**config.mk**
```make
export PLATFORM = sky130hd
export DESIGN_NAME = word_reorient
export DESIGN_NICKNAME = d
export VERILOG_FILES = /design/src/rtl/dna_pkg.sv /design/src/rtl/check_reverse.sv /design/src/rtl/word_reorient.sv
export SDC_FILE = /design/constraint.sdc
export NUM_CORES = 1
export LEC_CHECK = 0
export CAP_MARGIN = 20
export CORE_UTILIZATION = 53
export CTS_CLUSTER_SIZE = 16
export DETAILED_ROUTE_END_ITERATION = 16
export GPL_TIMING_DRIVEN = 0
export PLACE_DENSITY = 0.8
export SETUP_SLACK_MARGIN = 0.1
export SLEW_MARGIN = 20
export SYNTH_ARGS = -nofsm -noshare
export SYNTH_HDL_FRONTEND = slang
export SYNTH_HIERARCHICAL = 1
export SYNTH_SLANG_ARGS = --single-unit
```
**constraint.sdc**
```tcl
create_clock -name clk -period 2.33 [get_ports clk]
set_input_delay 0.699 -clock clk [delete_from_list [all_inputs] [get_ports clk]]
set_output_delay 0.699 -clock clk [all_outputs]
set_load 0.01 [all_outputs]
```
**src/rtl/dna_pkg.sv**
```systemverilog
// Shared DNA digit definitions: 2-bit digit type, symbol codes,
// orientation suffixes and the word_reorient FSM state type.
package dna_pkg;

    typedef logic [1:0] digit_t;

    // Complement is bitwise inversion: SYM1<->SYM2, SYM3<->SYM4.
    localparam digit_t SYM1 = 2'b01;
    localparam digit_t SYM2 = 2'b10;
    localparam digit_t SYM3 = 2'b11;
    localparam digit_t SYM4 = 2'b00;

    // Suffix as {first suffix digit, second suffix digit}.
    localparam logic [3:0] SUFFIX_FWD = {SYM1, SYM4};
    localparam logic [3:0] SUFFIX_REV = {SYM2, SYM3};

    typedef enum logic [1:0] {
        COLLECT = 2'd0,
        DECIDE  = 2'd1,
        EMIT    = 2'd2
    } state_t;

endpackage

```
**src/rtl/check_reverse.sv**
```systemverilog
// Suffix classifier: decides the read orientation of a word from its
// two suffix digits and whether a deletion is suspected in the prefix.
module check_reverse
    import dna_pkg::*;
#(
    parameter int N = 4
) (
    input  logic [N-1:0] suffix,
    output logic         reversed,
    output logic         in_prefix
);

    digit_t hi;
    digit_t lo;

    assign hi = suffix[N-1 -: 2];
    assign lo = suffix[1:0];

    // Priority classification; an intact forward suffix wins, then any
    // forward-looking first digit, then an intact reverse suffix.
    always_comb begin
        reversed  = 1'b1;
        in_prefix = 1'b1;
        if ({hi, lo} == SUFFIX_FWD) begin
            reversed  = 1'b0;
            in_prefix = 1'b0;
        end else if (hi == SYM1 || hi == SYM4) begin
            reversed  = 1'b0;
            in_prefix = 1'b1;
        end else if ({hi, lo} == SUFFIX_REV) begin
            reversed  = 1'b1;
            in_prefix = 1'b0;
        end
    end

endmodule

```
**src/rtl/word_reorient.sv**
```systemverilog
// Buffers one serial DNA word, classifies its suffix, then re-emits it in
// forward order or reverse-complemented, tagging the word with its flags.
module word_reorient
    import dna_pkg::*;
#(
    parameter int N = 6
) (
    input  logic       clk,
    input  logic       rst,
    input  logic       in_valid,
    output logic       in_ready,
    input  logic [1:0] in_digit,
    output logic       out_valid,
    input  logic       out_ready,
    output logic [1:0] out_digit,
    output logic       out_last,
    output logic       out_reversed,
    output logic       out_in_prefix
);

    localparam int CW = $clog2(N);
    localparam logic [CW-1:0] LAST = CW'(N - 1);

    state_t        state;
    state_t        state_nxt;
    logic [CW-1:0] idx;
    logic [CW-1:0] idx_nxt;
    logic [CW-1:0] rd_idx;
    digit_t        buf_mem [N];
    digit_t        rd_digit;
    logic          rev_d;
    logic          pre_d;

    check_reverse #(.N(4)) u_check_reverse (
        .suffix    ({buf_mem[N-2], buf_mem[N-1]}),
        .reversed  (rev_d),
        .in_prefix (pre_d)
    );

    // Next-state and handshake decode; one index serves both collect and emit.
    always_comb begin
        state_nxt = state;
        idx_nxt   = idx;
        in_ready  = 1'b0;
        out_valid = 1'b0;
        case (state)
            COLLECT: begin
                in_ready = 1'b1;
                if (in_valid) begin
                    if (idx == LAST) begin
                        idx_nxt   = '0;
                        state_nxt = DECIDE;
                    end else begin
                        idx_nxt = idx + 1'b1;
                    end
                end
            end
            DECIDE: begin
                state_nxt = EMIT;
            end
            EMIT: begin
                out_valid = 1'b1;
                if (out_ready) begin
                    if (idx == LAST) begin
                        idx_nxt   = '0;
                        state_nxt = COLLECT;
                    end else begin
                        idx_nxt = idx + 1'b1;
                    end
                end
            end
            default: begin
                state_nxt = COLLECT;
                idx_nxt   = '0;
            end
        endcase
    end

    // Control registers; flags are latched once per word in DECIDE.
    always_ff @(posedge clk) begin
        if (rst) begin
            state         <= COLLECT;
            idx           <= '0;
            out_reversed  <= 1'b0;
            out_in_prefix <= 1'b0;
        end else begin
            state <= state_nxt;
            idx   <= idx_nxt;
            if (state == DECIDE) begin
                out_reversed  <= rev_d;
                out_in_prefix <= pre_d;
            end
        end
    end

    // Digit buffer; contents are meaningless until a full word is collected.
    always_ff @(posedge clk) begin
        if (state == COLLECT && in_valid) begin
            buf_mem[idx] <= in_digit;
        end
    end

    // Reverse emission walks the buffer from the end and complements.
    always_comb begin
        rd_idx    = out_reversed ? (LAST - idx) : idx;
        rd_digit  = buf_mem[rd_idx];
        out_digit = 2'b00;
        out_last  = 1'b0;
        if (state == EMIT) begin
            out_digit = out_reversed ? ~rd_digit : rd_digit;
            out_last  = (idx == LAST);
        end
    end

endmodule

```
==> results.json, run 1 <==
{
  "drt_pass1_iterations": 4,
  "ctsRootBufferMaster": "clkbuf_4",
  "rrSetupSlack_ns": 0.75,
  "layout-drive-gt1-share_pct": 24.8,
  "gp_congestion": 0.839,
  "syn-cell-area_um2": 1010,
  "crit_arrival_ns": 1.89,
  "irDropWorstVdd_v": 0.000481,
  "critPathLaunch": "idx[0]",
  "cts.sinks": 19,
  "status": "finished with violations",
  "stdcell_count": 134,
  "core_um2": 1760,
  "grt_max_degree": 12,
  "hold_viol_final": 0,
  "start_util_pct": 57.4,
  "path_buf_inv": 2,
  "die_area_um2": 2090,
  "crit_path_end_kind": "output port",
  "cts_buffers": 3,
  "critPathTopFamily": "multiplexers",
  "maxSlewViolCount": 0,
  "yosys-top-cells-count": "edfxtp_1 (12), nor2_1 (8), nor2b_1 (8)",
  "setup.worst_path.class": "reg -> out",
  "violations": "setup timing",
  "num_io_pins": 13,
  "synth_warnings": 6,
  "whs_path_depth": 2,
  "clk_pin_slew_worst_paths_ns": 0.11,
  "netlist_instances": 89,
  "grt_pass1_wl_um": 3370,
  "antenna_found_initial": 0,
  "cts_hold_buf": 0,
  "dpl_cell_area_um2": 1170,
  "rsz0062_at_grt": "true",
  "synth_top_area_share_pct": 35.6,
  "hold_path.class": "reg -> reg",
  "period_minus_slack_ns": 2.59,
  "powerDensity_nw_per_um2": 514,
  "cap_violations": 0,
  "hold_end": "out_in_prefix",
  "worstMarginPinSlew_ns": 0.447,
  "leakage_nw": 0.478,
  "design_area_um2": 1260,
  "r2r-start": "state[1]",
  "rows": 15,
  "routedWlPerCell_um": 16.6,
  "crit_required_ns": 1.63,
  "rr_worst_depth": 3,
  "grt_use_total_pct": 23.8,
  "fillCellCount": 140,
  "setup_viol": 2,
  "syn_to_final_growth_pct": 24.1,
  "drt_iter0_drc": 26,
  "crit_chain": "buf_6 -> xor2_4 -> mux4_2 -> mux2i_1 -> a21oi_2 -> buf_2",
  "wirelength_um": 2220,
  "rr_endpoint": "buf_mem[0][0]",
  "grt_overflow_total": 0,
  "die_w_um": 45.7,
  "clockBufferDepth": 2,
  "finalWorstSetupSlack_ns": -0.261,
  "yosysUniqueCellTypes": 28,
  "ys_async_sr_fraction_pct": 0,
  "synth_nets": 99,
  "hpwl_um": 1550,
  "path_max_fanout": 2,
  "dp_cells": 126,
  "max_stage_delay_ns": 0.53,
  "total_power_w": 0.000646,
  "place.port_buffers": 12,
  "clock.fmax_ghz": 0.386,
  "drcViolationCount": 0,
  "cts_tree": "built",
  "grt_pass1_vias": 720,
  "final.period_utilization_pct": 111,
  "ys.flop_type": "edfxtp_1",
  "die_h_um": 45.7,
  "skew_ns": 0.00792,
  "synth_top_cell_by_area": "edfxtp_1",
  "viasPerCell": 5.75,
  "nets": 120,
  "slowest_stage": "mux4_2",
  "num_antenna_cells": 0,
  "min-delay-start": "out_in_prefix",
  "clk_latency_ns": 0.30,
  "ant_nets": 0,
  "h-tree-depth": 1,
  "synth_seq_area_share_pct": 49.4,
  "synth_seq_cells": 19,
  "synth.area.top_cells": "edfxtp_1 (36%), dfxtp_1 (14%), mux2i_1 (5.9%)",
  "synth_edf_count": 12,
  "relSlewSlack_pct": 70.2,
  "yosysMostFrequentCell": "edfxtp_1",
  "avgSynthCellArea_um2": 11.4,
  "vias": 770,
  "start_kind": "register"
}
worst reg2reg max path, cell delays in order (launching register included):
cell and delay (ns):
dfxtp_1 0.41, nor2b_1 0.41, nand2_1 0.12, nor3_1 0.32
cells in the final DEF (no fill, tap or decap), drive strengths merged, types with 2 or more instances in the layout:
| cell type | count |
|---|---|
| a21oi | 6 |
| a22oi | 2 |
| and3 | 4 |
| buf | 8 |
| clkbuf | 5 |
| clkdlybuf4s50 | 8 |
| dfxtp | 7 |
| edfxtp | 12 |
| ha | 4 |
| inv | 3 |
| mux2 | 3 |
| mux2i | 6 |
| mux4 | 2 |
| nand2 | 5 |
| nand2b | 2 |
| nor2 | 8 |
| nor2b | 8 |
| nor3 | 3 |
state kept, by name (all words and copies together), names as in the netlist:
name           flops
state              2
out_reversed       1
idx                3
out_in_prefix      1
buf_mem           12
layer usage:
layer / GRT usage (%) / routed length, um / vias up
met2: 40.9 / 1150 / 30
met5: 0 / 0 / -
li1: - / - / 363
met3: 2.38 / 120 / 5
met4: 7.06 / 21 / 0
met1: 31.9 / 930 / 372
stage by stage:
step                hold slack (ns)  util, %  worst slack (ns)  TNS (ns)
finish                        0.520     71.3            -0.261    -0.517
global placement              0.474     66.5            -0.419    -0.838
floorplan                     0.473        -             0.119         0
CTS                           0.515     70.1            -0.261    -0.516
global route                  0.551     71.3            -0.324    -0.642
detailed placement            0.489     66.5            -0.450    -0.889
layout make-up:
| cell class | instances | area, um^2 | share of cell area, % |
|---|---|---|---|
| flip-flops and latches | 19 | 509 | 40.5 |
| inverters | 3 | 11.3 | 0.896 |
| clock inverters | 1 | 5.00 | 0.398 |
| multi-input cells | 63 | 499 | 39.7 |
| plain buffers | 4 | 40.0 | 3.18 |
| repair buffers | 16 | 139 | 11.0 |
| well taps | 25 | 31.3 | 2.49 |
| clock buffers | 3 | 22.5 | 1.79 |
cells by family after synthesis:
group / share of synthesized area, %
buffers and inverters: 3.46
AND/OR/NAND/NOR: 18.4
flip-flops: 49.4
adder cells (fa/ha/maj): 4.94
multiplexers: 14.4
AO/OA/AOI/OAI: 7.78
XOR/XNOR: 1.61
what timing repair did:
item / 4_1_cts / 5_1_grt
gates cloned: 0 / 0
pin swaps: 2 / 0
resized for setup: 21 / 6
setup endpoints to repair: 4 / 3
setup buffers: 3 / 1
power by group:
part	leakage, nW	internal, W	total (W)	switching, W
combinational	0.292	0.0000554	0.000105	0.0000500
sequential	0.168	0.000368	0.000375	0.00000700
clock	0.0177	0.0000640	0.000166	0.000102
how the worst max path moves through the flow:
stage	depth (start not counted)	slack (ns)	end
floorplan	5	0.12	out_digit[0]
global placement	6	-0.42	out_digit[1]
detailed placement	6	-0.45	out_digit[0]
CTS	6	-0.26	out_digit[0]
global route	6	-0.32	out_digit[1]
finish	6	-0.26	out_digit[0]
Note: power is estimated with default switching activity, not from simulation.
==> inputs of run 2 (changes only) <==
Settings changed: RECOVER_POWER set to 50.
==> results.json, run 2 (synthesized netlist as in run 1, its figures left out) <==
{
  "status": "finished with violations",
  "violations": "setup timing",
  "antenna_found_initial": 0,
  "setup_viol": 2,
  "cts_buffers": 3,
  "core_um2": 1760,
  "critPathLaunch": "idx[0]",
  "gp_congestion": 0.839,
  "skew_ns": 0.00579,
  "cts_tree": "built",
  "clk_pin_slew_worst_paths_ns": 0.11,
  "clockBufferDepth": 2,
  "preCtsSetupSlack_ns": -0.450,
  "cap_violations": 0,
  "reg.largest.list": "buf_mem x12, idx x3, state x2",
  "die_h_um": 45.7,
  "worstMarginPinSlew_ns": 0.448,
  "grt_max_degree": 12,
  "ctsRootBufferMaster": "clkbuf_4",
  "syn_to_final_growth_pct": 24.1,
  "crit_path_end_kind": "output port",
  "clock.fmax_ghz": 0.386,
  "die_area_um2": 2090,
  "final.period_utilization_pct": 111,
  "maxSlewViolCount": 0,
  "viasPerCell": 5.80,
  "finalWorstSetupSlack_ns": -0.262,
  "drt_iter0_drc": 33,
  "post-route-util_pct": 71.3,
  "wirelength_um": 2220,
  "relSlewSlack_pct": 70.1,
  "h-tree-depth": 1,
  "die_w_um": 45.7,
  "largest_register_ffs": 12,
  "rows": 15,
  "crit_arrival_ns": 1.89,
  "rsz0062_at_grt": "true",
  "min-delay-start": "out_in_prefix",
  "num_io_pins": 13,
  "setup.worst_path.class": "reg -> out",
  "grt_overflow_total": 0,
  "path_max_fanout": 2,
  "cts.sinks": 19,
  "start_util_pct": 57.4,
  "largest_register": "buf_mem",
  "grt_pass1_wl_um": 3370,
  "fin_setup_tns_ns": -0.520,
  "nets": 120,
  "hold_path.class": "reg -> reg",
  "layout-drive-gt1-share_pct": 24.8,
  "layout_common_cells": "edfxtp_1 (12), nor2_1 (8), nor2b_1 (8), mux2i_1 (6)",
  "vias": 777,
  "stdcell_count": 134,
  "drt_pass1_iterations": 4,
  "hpwl_um": 1550,
  "irDropWorstVdd_v": 0.000481,
  "layout.cells.most_common": "edfxtp_1",
  "drcViolationCount": 0,
  "period_minus_slack_ns": 2.59,
  "start_kind": "register",
  "r2r-start": "state[1]",
  "grt_use_total_pct": 23.8,
  "dp_cells": 126,
  "grt_pass1_vias": 720,
  "powerDensity_nw_per_um2": 514,
  "ant_nets": 0,
  "place.port_buffers": 12,
  "crit_required_ns": 1.63,
  "leakage_nw": 0.479,
  "cts_hold_buf": 0,
  "clk_latency_ns": 0.30,
  "hold_viol_final": 0,
  "routedWlPerCell_um": 16.6,
  "num_antenna_cells": 0
}
==> run 2: changes by cell type in the layout (fill, tap and decap cells not counted) <==
cell,previous run,this run
clkdlybuf4s50_1,8,3
dlygate4sd3_1,0,5
==> run 2: per-layer routing <==
| metal | up-vias | routed length, um | share of wire, % | track usage (%) |
|---|---|---|---|---|
| li1 | 362 | - | - | - |
| met1 | 373 | 906 | 41 | 31.9 |
| met3 | 7 | 146 | 6.6 | 2.38 |
| met5 | - | 0 | 0 | 0 |
| met2 | 35 | 1140 | 51 | 40.9 |
| met4 | 0 | 31 | 1.4 | 7.06 |
==> run 2: repair_timing <==
action	CTS	global route
setup buffers	3	1
pin swaps	2	0
gates resized for setup	21	6
endpoints found under the setup margin	4	3
==> run 2: per-stage QoR <==
stage,hold WS [ns],cell area [um^2],power (W)
after global routing,0.551,1260,0.000668
after floorplan,0.473,1020,0.000441
after global placement,0.474,1170,0.000465
after detailed placement,0.489,1170,0.000470
final,0.521,1260,0.000646
after CTS,0.515,1240,0.000646
==> run 2: power by group <==
group	total, W	switching (W)	internal [W]	leakage (nW)
sequential	0.000375	0.00000697	0.000368	0.168
combinational	0.000103	0.0000497	0.0000537	0.293
clock	0.000168	0.000104	0.0000640	0.0177
==> run 2: cell type report <==
cell class | count | area, um^2
sequential | 19 | 509
fill | 140 | 507
multi-input combinational | 63 | 499
timing repair buffer | 16 | 139
buffer | 4 | 40.0
tap | 25 | 31.3
clock buffer | 3 | 22.5
inverter | 3 | 11.3
clock inverter | 1 | 5.00
==> run 2: critical path, stage by stage, from the launching register on <==
cell,delay [ns]
dfxtp_2,0.35
buf_6,0.12
xor2_4,0.18
mux4_2,0.53
mux2i_1,0.20
a21oi_2,0.07
buf_2,0.14
==> run 2: final timing paths <==
| kind | to | slack, ns | cells after the start |
|---|---|---|---|
| worst max register to register | buf_mem[0][0] | 0.74 | 3 |
| worst max-delay path | out_digit[0] | -0.26 | 6 |
| worst min-delay path | out_in_prefix | 0.52 | 2 |
| worst min register to register | out_in_prefix | 0.52 | 2 |
==> variant, RTL diff (settings of run 1) <==
The 3 states of `state_t` get a one-hot encoding in 3 bits.
--- a/src/rtl/dna_pkg.sv
+++ b/src/rtl/dna_pkg.sv
@@ -16,6 +16,6 @@
 
-    typedef enum logic [1:0] {
-        COLLECT = 2'd0,
-        DECIDE  = 2'd1,
-        EMIT    = 2'd2
+    typedef enum logic [2:0] {
+        COLLECT = 3'b001,
+        DECIDE  = 3'b010,
+        EMIT    = 3'b100
     } state_t;
Formal check against the unedited RTL: same outputs for any inputs over 10 cycles, from zero or initial values and one cycle with rst high; not proved beyond that.
==> variant against run 1 <==
- non-clock buffer count grew 2
- design area grew 13%
- sequential power grew 5%
- via count grew 3.5%
- critical path depth shrank 2
- worst setup slack gained 290 ps
- sequential cell count grew 1
- wire length shrank 2.2%
- first-iteration DRC count shrank 19%
- total power grew 19%
- synthesized area grew 14%
- clock skew shrank 7.3 ps
- global-route usage shrank 3.6 points
- sequential share of layout area shrank 3.1 points
- critical endpoint is now out_digit[1]
- largest power group unchanged
- highest routed layer unchanged
==> variant: results (changes against run 1) <==
- Core Util, Final: 71.1% (-0.15 points)
- Number of fill cells: 148 (+5.7%)
- Arrival time worst endpoint: 1600 ps (-290 ps)
- XOR/XNOR share of the synthesized area: 3.04% (+1.4 points)
- Syn_nets: 107 (+8.1%)
- Net switching power of the design: 155 uW (-2.4%)
- Final clock-cell share: 3.69% (+1.5 points)
- WL met3: 57 um (-53%)
- GRT Util Overall: 20.2% (-3.6 points)
- Seq/Total Area, Yosys: 45.1% (-4.3 points)
- WL/cell: 15.1 um (-9.0%)
- Worst vdd ir: 0.000411 V (-15%)
- Outcome: finished clean
- Setup WS pre-CTS: -234 ps (+216 ps)
- Layout area overhead: 23.4%
- Pleak: 0.000541 uW (+13%)
- Max incr delay on CP: 510 ps (-20 ps)
- Synth Area in Adders: 4.34% (-0.60 points)
- Met3 GRT Util: 2.83% (+0.45 points)
- Nonclk buf count: 22 (+10%)
- Port buffer count: 11 (-1)
- Slew @ Worst Pin: 379 ps (-67.4 ps)
- DP Wirelength: 1.53 mm (-1.0%)
- Vias: 797 (+3.5%)
- Post-CTS setup buffers: 5 (+2)
- FF/Latch Area: 533 um2 (+4.7%)
- Unique masters post-synth: 37 (+32%)
- Compound-cell area share of the yosys netlist: 9.11% (+1.3 points)
- Layout cell share with drive strength beyond 1: 31.6% (+6.9 points)
- Sequential share of power: 51.1% (-6.9 points)
- Clock Sinks: 20 (+1)
- Skew final: 0.579 ps (-7.34 ps)
- Area after DPL: 1300 um2 (+11%)
[variant: worst paths after layout]
kind | startpoint | end | slack [ps] | cells past startpoint
worst max-delay path | idx[1]$_SDFFE_PP0P_ | out_digit[1] | 30 | 4
worst min-delay path | out_in_prefix$_SDFFE_PP0N_ | out_in_prefix$_SDFFE_PP0N_ | 550 | 2
worst max register to register | idx[1]$_SDFFE_PP0P_ | idx[2]$_SDFFE_PP0P_ | 830 | 5
worst min register to register | out_in_prefix$_SDFFE_PP0N_ | out_in_prefix$_SDFFE_PP0N_ | 550 | 2
[variant: kinds of logic after synthesis]
kind of cell,after synthesis
AOI/OAI and AO/OA,14
and+or+nand+nor,34
buffers and inverters,11
DFF,20
xor gates and xnor gates,4
adders and majority gates,4
muxes,10
[variant: critical path, delay by kind of cell (launching register included)]
family,cells,cell delay [ps]
compound gates,1,130
buf+inv,1,140
flops,1,390
mux,2,650
